`src/rtl/lut_decoder_stim_gen_pkg.sv`:
```
// Shared types and helpers for the lut_decoder stimulus sequencer.
`timescale 1ns/1ps
package lut_decoder_tb_pkg;

  // BKM digit encodings; 2'b10 is reserved and never generated
  localparam logic [1:0] DIG_M1 = 2'b11;
  localparam logic [1:0] DIG_Z  = 2'b00;
  localparam logic [1:0] DIG_P1 = 2'b01;

  typedef enum logic [1:0] {
    ST_IDLE  = 2'd0,
    ST_RUN   = 2'd1,
    ST_DRAIN = 2'd2,
    ST_DONE  = 2'd3
  } state_t;

  // Vectors in one full sweep: 2 modes x 4 formats x N_ITER x 9 digit pairs
  function automatic int unsigned n_vectors(input int unsigned n_iter);
    return 2 * 4 * n_iter * 9;
  endfunction

  // Digit odometer step: 0 -> +1 -> -1 -> 0
  function automatic logic [1:0] dig_next(input logic [1:0] d);
    logic [1:0] r;
    case (d)
      DIG_Z:   r = DIG_P1;
      DIG_P1:  r = DIG_M1;
      default: r = DIG_Z;
    endcase
    return r;
  endfunction

endpackage

```
`src/rtl/lut_decoder_stim_gen_if.sv`:
```
// Control and vector bus between the stimulus sequencer and its consumers.
`timescale 1ns/1ps
interface lut_decoder_stim_gen_if #(
  parameter int LOG2N = 6,
  parameter int WCNT  = 16
);
  logic             start;
  logic             enable;
  logic             tb_mode;
  logic [1:0]       tb_format;
  logic [LOG2N-1:0] tb_n;
  logic [1:0]       tb_d_x_n;
  logic [1:0]       tb_d_y_n;
  logic             vec_valid;
  logic             chk_enable;
  logic [WCNT-1:0]  vec_cnt;
  logic             busy;
  logic             done;

  modport master (
    input  start, enable,
    output tb_mode, tb_format, tb_n, tb_d_x_n, tb_d_y_n,
    output vec_valid, chk_enable, vec_cnt, busy, done
  );

  modport slave (
    output start, enable,
    input  tb_mode, tb_format, tb_n, tb_d_x_n, tb_d_y_n,
    input  vec_valid, chk_enable, vec_cnt, busy, done
  );
endinterface

```
`src/rtl/lut_decoder_stim_gen_valid_delay_line.sv`:
```
// Delays the vector-valid strobe by LAT cycles to line up with DUT results.
// `drained` is high when no strobe is still travelling toward the output
// (the one currently on vld_out, if any, counts as delivered).
`timescale 1ns/1ps
module valid_delay_line #(
  parameter int LAT = 1
) (
  input  logic clk,
  input  logic arst,
  input  logic srst,
  input  logic vld_in,
  output logic vld_out,
  output logic drained
);

  if (LAT == 0) begin : g_pass
    assign vld_out = vld_in;
    assign drained = 1'b1;
  end else if (LAT == 1) begin : g_one
    logic vld_p1;

    // Single stage: input -> output
    always_ff @(posedge clk or posedge arst) begin
      if (arst)      vld_p1 <= 1'b0;
      else if (srst) vld_p1 <= 1'b0;
      else           vld_p1 <= vld_in;
    end

    assign vld_out = vld_p1;
    assign drained = ~vld_in;
  end else begin : g_multi
    logic [LAT-1:0] vld_pipe;

    // Shift register: bit 0 is one cycle old, bit LAT-1 is LAT cycles old
    always_ff @(posedge clk or posedge arst) begin
      if (arst)      vld_pipe <= '0;
      else if (srst) vld_pipe <= '0;
      else           vld_pipe <= {vld_pipe[LAT-2:0], vld_in};
    end

    assign vld_out = vld_pipe[LAT-1];
    assign drained = ~(vld_in | (|vld_pipe[LAT-2:0]));
  end

endmodule

```
`src/rtl/lut_decoder_stim_gen.sv`:
```
// Stimulus sequencer for the lut_decoder bench: sweeps mode, format, n and
// all legal (d_x, d_y) digit pairs, one vector per enabled RUN cycle, and
// produces a latency-aligned checker enable plus a sticky done.
`timescale 1ns/1ps
module lut_decoder_stim_gen
  import lut_decoder_tb_pkg::*;
#(
  parameter int LOG2N  = 6,
  parameter int N_ITER = 64,
  parameter int LAT    = 1,
  parameter int WCNT   = 16
) (
  input  logic                  clk,
  input  logic                  arst,
  input  logic                  srst,
  lut_decoder_stim_gen_if.master bus
);

  localparam logic [LOG2N-1:0] N_LAST = LOG2N'(N_ITER - 1);

  state_t state_q, state_d;

  // Odometer: the next vector to be issued
  logic             odo_mode, odo_mode_nx;
  logic [1:0]       odo_fmt, odo_fmt_nx;
  logic [LOG2N-1:0] odo_n, odo_n_nx;
  logic [1:0]       odo_dx, odo_dx_nx;
  logic [1:0]       odo_dy, odo_dy_nx;

  // Presented vector and its strobe
  logic             mode_p0;
  logic [1:0]       fmt_p0;
  logic [LOG2N-1:0] n_p0;
  logic [1:0]       dx_p0;
  logic [1:0]       dy_p0;
  logic             vld_p0;
  logic [WCNT-1:0]  cnt_p0;

  logic issue;
  logic last_vec;
  logic start_go;
  logic chk_en;
  logic dl_drained;
  logic busy_c;
  logic done_c;

  assign issue    = (state_q == ST_RUN) && bus.enable;
  assign start_go = bus.start && ((state_q == ST_IDLE) || (state_q == ST_DONE));
  assign last_vec = odo_mode && (odo_fmt == 2'd3) && (odo_n == N_LAST) &&
                    (odo_dx == DIG_M1) && (odo_dy == DIG_M1);

  // State register
  always_ff @(posedge clk or posedge arst) begin
    if (arst)      state_q <= ST_IDLE;
    else if (srst) state_q <= ST_IDLE;
    else           state_q <= state_d;
  end

  // Next-state logic
  always_comb begin
    state_d = state_q;
    case (state_q)
      ST_IDLE:  if (bus.start) state_d = ST_RUN;
      ST_RUN:   if (issue && last_vec) state_d = ST_DRAIN;
      ST_DRAIN: if (dl_drained) state_d = ST_DONE;
      ST_DONE:  if (bus.start) state_d = ST_RUN;
      default:  state_d = ST_IDLE;
    endcase
  end

  // State-decoded status outputs
  always_comb begin
    busy_c = 1'b0;
    done_c = 1'b0;
    case (state_q)
      ST_RUN, ST_DRAIN: busy_c = 1'b1;
      ST_DONE:          done_c = 1'b1;
      default:          ;
    endcase
  end

  // Odometer increment: d_y innermost, then d_x, n, format, mode
  always_comb begin
    odo_dy_nx   = dig_next(odo_dy);
    odo_dx_nx   = odo_dx;
    odo_n_nx    = odo_n;
    odo_fmt_nx  = odo_fmt;
    odo_mode_nx = odo_mode;
    if (odo_dy == DIG_M1) begin
      odo_dx_nx = dig_next(odo_dx);
      if (odo_dx == DIG_M1) begin
        if (odo_n == N_LAST) begin
          odo_n_nx   = '0;
          odo_fmt_nx = odo_fmt + 2'd1;
          if (odo_fmt == 2'd3) odo_mode_nx = ~odo_mode;
        end else begin
          odo_n_nx = odo_n + 1'b1;
        end
      end
    end
  end

  // Odometer advance; it parks on the last vector once the sweep ends
  always_ff @(posedge clk or posedge arst) begin
    if (arst) begin
      odo_mode <= 1'b0;
      odo_fmt  <= '0;
      odo_n    <= '0;
      odo_dx   <= DIG_Z;
      odo_dy   <= DIG_Z;
    end else if (srst || start_go) begin
      odo_mode <= 1'b0;
      odo_fmt  <= '0;
      odo_n    <= '0;
      odo_dx   <= DIG_Z;
      odo_dy   <= DIG_Z;
    end else if (issue && !last_vec) begin
      odo_mode <= odo_mode_nx;
      odo_fmt  <= odo_fmt_nx;
      odo_n    <= odo_n_nx;
      odo_dx   <= odo_dx_nx;
      odo_dy   <= odo_dy_nx;
    end
  end

  // Issue stage (p0): register the vector, its strobe and the saturating count
  always_ff @(posedge clk or posedge arst) begin
    if (arst) begin
      mode_p0 <= 1'b0;
      fmt_p0  <= '0;
      n_p0    <= '0;
      dx_p0   <= '0;
      dy_p0   <= '0;
      vld_p0  <= 1'b0;
      cnt_p0  <= '0;
    end else if (srst) begin
      mode_p0 <= 1'b0;
      fmt_p0  <= '0;
      n_p0    <= '0;
      dx_p0   <= '0;
      dy_p0   <= '0;
      vld_p0  <= 1'b0;
      cnt_p0  <= '0;
    end else begin
      vld_p0 <= issue;
      if (start_go) cnt_p0 <= '0;
      if (issue) begin
        mode_p0 <= odo_mode;
        fmt_p0  <= odo_fmt;
        n_p0    <= odo_n;
        dx_p0   <= odo_dx;
        dy_p0   <= odo_dy;
        if (cnt_p0 != '1) cnt_p0 <= cnt_p0 + 1'b1;
      end
    end
  end

  valid_delay_line #(
    .LAT (LAT)
  ) u_dly (
    .clk     (clk),
    .arst    (arst),
    .srst    (srst),
    .vld_in  (vld_p0),
    .vld_out (chk_en),
    .drained (dl_drained)
  );

  assign bus.tb_mode    = mode_p0;
  assign bus.tb_format  = fmt_p0;
  assign bus.tb_n       = n_p0;
  assign bus.tb_d_x_n   = dx_p0;
  assign bus.tb_d_y_n   = dy_p0;
  assign bus.vec_valid  = vld_p0;
  assign bus.chk_enable = chk_en;
  assign bus.vec_cnt    = cnt_p0;
  assign bus.busy       = busy_c;
  assign bus.done       = done_c;

endmodule
```
`src/flat_wrapper.sv`:
```
// flat-port wrapper written by rule: the top's interface ports become plain ports
module lut_decoder_stim_gen_flat import lut_decoder_tb_pkg::*;
#(
  parameter int LOG2N  = 6,
  parameter int N_ITER = 64,
  parameter int LAT    = 1,
  parameter int WCNT   = 16
)
  (clk, arst, srst, bus_start, bus_enable, bus_tb_mode, bus_tb_format, bus_tb_n, bus_tb_d_x_n, bus_tb_d_y_n, bus_vec_valid, bus_chk_enable, bus_vec_cnt, bus_busy, bus_done);
  lut_decoder_stim_gen_if #(.LOG2N(LOG2N), .WCNT(WCNT)) bus_i ();
  input  logic clk;
  input  logic arst;
  input  logic srst;
  input wire logic [$bits(bus_i.start)-1:0] bus_start;
  input wire logic [$bits(bus_i.enable)-1:0] bus_enable;
  output wire logic [$bits(bus_i.tb_mode)-1:0] bus_tb_mode;
  output wire logic [$bits(bus_i.tb_format)-1:0] bus_tb_format;
  output wire logic [$bits(bus_i.tb_n)-1:0] bus_tb_n;
  output wire logic [$bits(bus_i.tb_d_x_n)-1:0] bus_tb_d_x_n;
  output wire logic [$bits(bus_i.tb_d_y_n)-1:0] bus_tb_d_y_n;
  output wire logic [$bits(bus_i.vec_valid)-1:0] bus_vec_valid;
  output wire logic [$bits(bus_i.chk_enable)-1:0] bus_chk_enable;
  output wire logic [$bits(bus_i.vec_cnt)-1:0] bus_vec_cnt;
  output wire logic [$bits(bus_i.busy)-1:0] bus_busy;
  output wire logic [$bits(bus_i.done)-1:0] bus_done;
  assign bus_i.start = bus_start;
  assign bus_i.enable = bus_enable;
  assign bus_tb_mode = bus_i.tb_mode;
  assign bus_tb_format = bus_i.tb_format;
  assign bus_tb_n = bus_i.tb_n;
  assign bus_tb_d_x_n = bus_i.tb_d_x_n;
  assign bus_tb_d_y_n = bus_i.tb_d_y_n;
  assign bus_vec_valid = bus_i.vec_valid;
  assign bus_chk_enable = bus_i.chk_enable;
  assign bus_vec_cnt = bus_i.vec_cnt;
  assign bus_busy = bus_i.busy;
  assign bus_done = bus_i.done;
  lut_decoder_stim_gen #(.LOG2N(LOG2N), .N_ITER(N_ITER), .LAT(LAT), .WCNT(WCNT)) u_core (.clk(clk), .arst(arst), .srst(srst), .bus(bus_i));
endmodule
```
`config.mk`:
```
export PLATFORM = sky130hd
export DESIGN_NAME = lut_decoder_stim_gen_flat
export DESIGN_NICKNAME = d
export VERILOG_FILES = /design/src/rtl/lut_decoder_stim_gen_pkg.sv /design/src/rtl/lut_decoder_stim_gen_if.sv /design/src/rtl/lut_decoder_stim_gen_valid_delay_line.sv /design/src/rtl/lut_decoder_stim_gen.sv /design/src/flat_wrapper.sv
export SDC_FILE = /design/constraint.sdc
export NUM_CORES = 1
export LEC_CHECK = 0
export CAP_MARGIN = 20
export CORE_MARGIN = 2
export CORE_UTILIZATION = 58
export CTS_CLUSTER_DIAMETER = 30
export DETAILED_ROUTE_END_ITERATION = 7
export GPL_TIMING_DRIVEN = 0
export HOLD_SLACK_MARGIN = 0.15
export MAX_ROUTING_LAYER = met4
export PLACE_DENSITY = 0.85
export SETUP_SLACK_MARGIN = 0.4
export SYNTH_ARGS = -nofsm -noshare
export SYNTH_HDL_FRONTEND = slang
export SYNTH_SLANG_ARGS = --single-unit
```
`constraint.sdc`:
```
create_clock -name clk -period 5.5 [get_ports clk]
set_input_delay 1.1 -clock clk [delete_from_list [all_inputs] [get_ports clk]]
set_output_delay 1.1 -clock clk [all_outputs]
set_load 0.02 [all_outputs]
```
* Word level (Yosys, flattened, before mapping)
Index checks and enable logic that the tools add are counted.
** Word-level totals
- Flip-flop bits (word level) :: 46
- Input bits :: 5
- Output and inout bits :: 33
- Word-level logic and storage cells :: 104
** Cells by class
- Add/subtract/negate cells :: 3
- Equal/unequal tests :: 13
- Multiplexer cells :: 46
- Bitwise logic cells :: 1
- Reductions and logical operators :: 27
** Operators with widths (count)
- $mux 16 :: 4
- $mux 6 :: 7
- $mux 2 :: 20
- $add 16x1->16 const B :: 1
- $ne 16x16->1 const B :: 1
- $mux 1 :: 12
- $reduce_bool 2->1 :: 6
- $eq 2x2->1 const B :: 5
- $logic_and 1x1->1 :: 8
- $pmux 2 s2 :: 2
- $add 6x1->6 const B :: 1
- $eq 2x1->1 const B :: 3
- $eq 6x6->1 const B :: 1
- $logic_not 2->1 :: 3
- $ne 3x3->1 const B :: 2
- $pmux 2 s3 :: 1
- $reduce_and 3->1 :: 2
- $reduce_and 5->1 :: 1
- $reduce_and 4->1 :: 1
- $reduce_or 2->1 :: 2
- $ne 3x1->1 const B :: 1
- $add 2x1->2 const B :: 1
- $logic_or 1x1->1 :: 2
- $reduce_and 2->1 :: 1
- 2 further kinds :: 2

* Logic depth before layout (Yosys ltp)
- Word-level depth :: 9
- Gate-level depth with buffers :: 8
- Depth with buffers taken out :: 8

* Hierarchy
Synthesis repeated with hierarchy kept, for this count alone.
** Second synthesis, totals
- Cell total of the unflattened synthesis :: 269
- Area total of the unflattened synthesis :: 2487.4 um^2
** Modules (own cells, without submodules)
- lut_decoder_stim_gen :: instances 1, cells each 265, area an instance 2441.1 um^2, sequential area each 1126.1 um^2
- valid_delay_line :: instances 1, cells each 4, area an instance 46.3 um^2, sequential area each 25.0 um^2

* Worst setup path after synthesis
Ideal clock, no wire load.
- Path type :: input-to-reg
- Start :: in bus_enable
- End :: reg u_core.odo_fmt[1]
- Setup time :: 0.132 ns
- Data arrival time :: 1.978 ns
- Data required time :: 5.368 ns
- Setup slack :: 3.390 ns
- Stages :: 5
- Path buffers :: 0
- Path through :: nand2_1 a211oi_4 and2b_1 mux2i_1 nor2_1
** On the way
- Word-level cells in the longest chain between the ends :: 4
** RTL lines
- start, declared :: RTL line flat_wrapper.sv:15 : input wire logic [$bits(bus_i.enable)-1:0] bus_enable;
- $logic_and 1x1->1 :: RTL line lut_decoder_stim_gen.sv:47 : assign issue = (state_q == ST_RUN) && bus.enable;
- $logic_and 1x1->1 :: RTL line lut_decoder_stim_gen.sv:117 : end else if (issue && !last_vec) begin
- $reduce_bool 2->1 (no source line)
- $reduce_and 4->1 (no source line)
- end signal, assigned :: RTL line lut_decoder_stim_gen.sv:119 : odo_fmt <= odo_fmt_nx;
- end, declared :: RTL line lut_decoder_stim_gen.sv:25 : logic [1:0] odo_fmt, odo_fmt_nx;
Every way passes these cells.
A chain may end at the register's enable or synchronous reset.

* Final worst setup path
- Start :: reg u_core.state_q[0]
- End :: out bus_busy
** On the way
- Word-level cells in the longest chain between the ends :: 3
- Elaborated cells between the ends (all ways) :: 4
- Classes of those cells :: eq/ne (2); mux (1); reduce/logical (1)
** RTL lines
- start, declared :: RTL line lut_decoder_stim_gen.sv:21 : state_t state_q, state_d;
- start signal, assigned :: RTL line lut_decoder_stim_gen.sv:56 : else state_q <= state_d;
- $eq 2x2->1 / $eq 2x1->1 (equally long branches) :: RTL line lut_decoder_stim_gen.sv:75 : case (state_q)
- $reduce_or 2->1 (*) :: RTL line lut_decoder_stim_gen.sv:75
- $mux 1 (*) :: RTL line lut_decoder_stim_gen.sv:75
- end, declared :: RTL line flat_wrapper.sv:24 : output wire logic [$bits(bus_i.busy)-1:0] bus_busy;
Mark *: on every way between the ends. The rest lies on a longest branch, timed or not.

==> impl_metrics.ini <==
[power_and_ir_drop]
p_sw_frac = 0.333
sequential_power_share = 0.472
ir_worst_vdd_uv = 175
cellPowerDensity_mw_per_mm2 = 258
power_report.internal_total_mw = 0.511
power_switching_mw = 0.255
static-leakage-power_nw = 1.20
pwr-share-clk = 0.286
pwr-share-comb = 0.242

[floorplanning]
die_width_um = 68.7
floorplan.rows = 23
floorplan.core_area_sq_mm = 0.00400
area_of_the_die_sq_mm = 0.00472
design.portCount = 38
start_util = 0.607
die_height_um = 68.7

[global_route]
grt.met1_usage = 0.339
grt_first_pass_wirelength_um = 9450
global_route.usage.total = 0.277
grt.met2_usage = 0.452
grt_overflow_total = 0
grt_antenna_before_repair = 0
grt_use_met3 = 0.0519
pin_count_of_the_biggest_net_entering_global_routing = 33
grt_busiest_layer = met2
grt_pass1_vias = 2075

[critical_path]
crit_path_start_kind = register
cp.buffers_inverters = 3
critical_path_arrival_ns = 1.85
timing.critical_path.fanout_max = 5
cp_slowest_cell = sky130_fd_sc_hd__clkdlybuf4s50_1
timing.critical_path.cells = inv_1 > ha_1 > inv_1 > clkdlybuf4s50_1
crit_required_ns = 4.40
timing.setup.critical_path_class = reg2out
slowest_delay_ns = 0.62
cell_type_with_the_highest_occurrence_count_on_the_critical_path = sky130_fd_sc_hd__inv_1
critical_path.top_delay_family = buffers and inverters
setup.reg_to_reg.worst_slack_ns = 3.32
worst_setup_path_end_kind = primary output

[drt]
detailedRoute.firstIterationViolations = 167
routed-via-count = 2178
drt_first_pass_iters = 4
post-route-drc-count = 0
wl_per_cell_um = 15.6
routed_via_density = 5.93
totalWireLength_um = 5710
final_antenna_net_count = 0

[timing]
worst_pin_slew_ns = 0.592
post_layout_minimum_cycle_time_ns = 2.95
clock_skew_ns = 0.00232
finalMaxSlewViolations = 0
finalCritPeriodShare = 0.536
timing.setup.tns_ns = 0
final_count_of_negative_setup_slack_endpoints = 0
rsz0062_at_grt = false
finalHoldViolCount = 0
slew-limit-headroom = 0.602
fmaxAchievable_ghz = 0.339

[status]
status = completed

[clock_tree]
cts-root-to-sink-buffers = 2
total_number_of_clock_tree_sinks = 46
htree_num_levels = 2
post_cts_resize_count = 0
clkTransAtPathRegs_ns = 0.08
post-cts-setup-buffer-count = 0
clock_latency_ns = 0.30
cts_tree = built
hold_buffers = 0
cts-buffers-inserted = 5
clock-root-buffer = sky130_fd_sc_hd__clkbuf_8

[worst_hold_path]
timing.hold.worst.class = reg2reg

[logic_synthesis]
synth_cells = 271
async_reset_ff_frac = 1.00
synth_seq_cells = 46
yosys_warnings = 0
synth_edf_count = 0
synthDistinctLibCells = 52
synth-seq-area-share = 0.474
synth_area_per_cell_sq_um = 8.95
synthesis.area_sq_mm = 0.00243
ys_dominant_reg_cell = sky130_fd_sc_hd__dfrtp_1
synth_fp_nets = 283

[job]
max-cap-violations = 0

[cells_and_area]
core_utilization_of_the_finished_layout = 0.744
mostFrequentLayoutCells = 48 x sky130_fd_sc_hd__nand2_1, 46 x sky130_fd_sc_hd__dfrtp_1, 37 x sky130_fd_sc_hd__clkdlybuf4s50_1
drive_above_1_share = 0.0662
area_growth_pct = 22.6
mostFrequentLayoutCell = sky130_fd_sc_hd__nand2_1
regArea_sq_mm = 0.00115
num-fill-cells = 322
multi_input_area_sq_mm = 0.00118
antenna_cells = 0
total_number_of_nets_in_the_final_design = 328

[place]
dp.final_hpwl_um = 4200
globalplace.congestion = 0.885
port-buffer-count = 37
-- kinds of logic after synthesis --
group / after synthesis / synth area share
simple gates: 112 / 0.224
compound gates: 73 / 0.188
mux: 3 / 0.0124
buf+inv: 23 / 0.0402
fa+ha+maj: 7 / 0.0361
xor+xnor: 7 / 0.0253
flops: 46 / 0.474
-- per-stage QoR --
step / setup WS [ns] / hold slack [ns] / cell area, sq um / power (mW) / instances
after floorplan: 3.31 / 0.476 / 2430 / 0.488 / 271
after global placement: 2.42 / 0.510 / 2860 / 0.546 / 358
after detailed placement: 2.62 / 0.516 / 2880 / 0.554 / 359
after CTS: 2.52 / 0.529 / 2970 / 0.771 / 367
after global routing: 2.44 / 0.544 / 2970 / 0.811 / 367
final: 2.55 / 0.527 / 2970 / 0.766 / 367
-- power groups by stage --
stage          Combinational (mW)  Sequential [mW]  Clock (mW)
2_1_floorplan               0.118            0.370           0
3_3_place_gp                0.177            0.368           0
3_5_place_dp                0.186            0.369           0
4_1_cts                     0.186            0.362       0.223
5_1_grt                     0.208            0.364       0.239
6_report                    0.185            0.362       0.219
-- flip-flops by register name, summed over array words and instances, names as in the netlist, 2 cells and up --
| register | count |
|---|---|
| u_core.odo_n | 6 |
| u_core.state_q | 2 |
| u_core.bus.tb_d_y_n | 2 |
| u_core.odo_fmt | 2 |
| u_core.bus.tb_format | 2 |
| u_core.bus.tb_n | 6 |
| u_core.bus.tb_d_x_n | 2 |
| u_core.bus.vec_cnt | 16 |
| u_core.odo_dx | 2 |
| u_core.odo_dy | 2 |
-- routing by layer --
layer	up-vias	wire, um
met1	1051	2470
li1	1047	-
met4	0	76
met5	-	0
met3	9	338
met2	71	2820
-- cell usage after synthesis, types with 2 or more instances --
master                     number  share of area
sky130_fd_sc_hd__nor2_1        20          0.031
sky130_fd_sc_hd__nand3b_1       2         0.0062
sky130_fd_sc_hd__inv_1         11          0.017
sky130_fd_sc_hd__dfrtp_1       46           0.47
sky130_fd_sc_hd__nand3_1       11          0.023
sky130_fd_sc_hd__nor3_1         5          0.010
sky130_fd_sc_hd__o22ai_1        3         0.0077
sky130_fd_sc_hd__nand2_1       48          0.074
sky130_fd_sc_hd__a311oi_1       2         0.0072
sky130_fd_sc_hd__o21ai_0       16          0.033
sky130_fd_sc_hd__xor2_1         4          0.014
sky130_fd_sc_hd__a211oi_1       2         0.0062
sky130_fd_sc_hd__ha_1           7          0.036
sky130_fd_sc_hd__and3_1         2         0.0052
sky130_fd_sc_hd__buf_2          3         0.0062
sky130_fd_sc_hd__or3_1          2         0.0052
sky130_fd_sc_hd__and4_1         3          0.011
sky130_fd_sc_hd__nand4_1        6          0.015
sky130_fd_sc_hd__buf_1          2         0.0031
sky130_fd_sc_hd__a21oi_2        2         0.0072
sky130_fd_sc_hd__a21oi_1       29          0.060
sky130_fd_sc_hd__clkbuf_1       6         0.0093
sky130_fd_sc_hd__a31oi_1        4          0.010
sky130_fd_sc_hd__nand2b_1       3         0.0077
sky130_fd_sc_hd__mux2i_1        3          0.012
sky130_fd_sc_hd__xnor2_1        3          0.011
-- final cells by class --
| cell class | count | area share |
|---|---|---|
| Timing Repair Buffer | 38 | 0.131 |
| Clock buffer | 6 | 0.0278 |
| Buffer | 12 | 0.0189 |
| Tap cell | 50 | 0.0210 |
| Sequential cell | 46 | 0.387 |
| Inverter | 11 | 0.0139 |
| Clock inverter | 2 | 0.00421 |
| Multi-Input combinational cell | 202 | 0.396 |
-- worst reg2reg max path, delay by kind of cell, from the launching register on --
family	cells	cell delay [ns]
AND/OR/NAND/NOR	3	0.96
flip-flops	1	0.44
AO/OA/AOI/OAI	2	0.43
adder cells (fa/ha/maj)	1	0.25
-- worst paths after layout --
| path | to | start | cells past startpoint |
|---|---|---|---|
| setup / recovery | bus_busy | u_core.state_q[0]$_DFFE_PP0P_ | 4 |
| hold / removal | u_core.bus.tb_mode$_DFFE_PP0P_ | u_core.bus.tb_mode$_DFFE_PP0P_ | 2 |
| setup reg to reg | u_core.bus.vec_cnt[7]$_DFF_PP0_ | u_core.bus.vec_cnt[0]$_DFF_PP0_ | 6 |
| hold reg to reg | u_core.bus.tb_mode$_DFFE_PP0P_ | u_core.bus.tb_mode$_DFFE_PP0P_ | 2 |
| max in group asynchronous | u_core.bus.tb_n[0]$_DFFE_PP0P_ | arst | 3 |
| min in group asynchronous | u_core.bus.vec_cnt[6]$_DFF_PP0_ | arst | 2 |
Power figures use the tool's default switching activity.
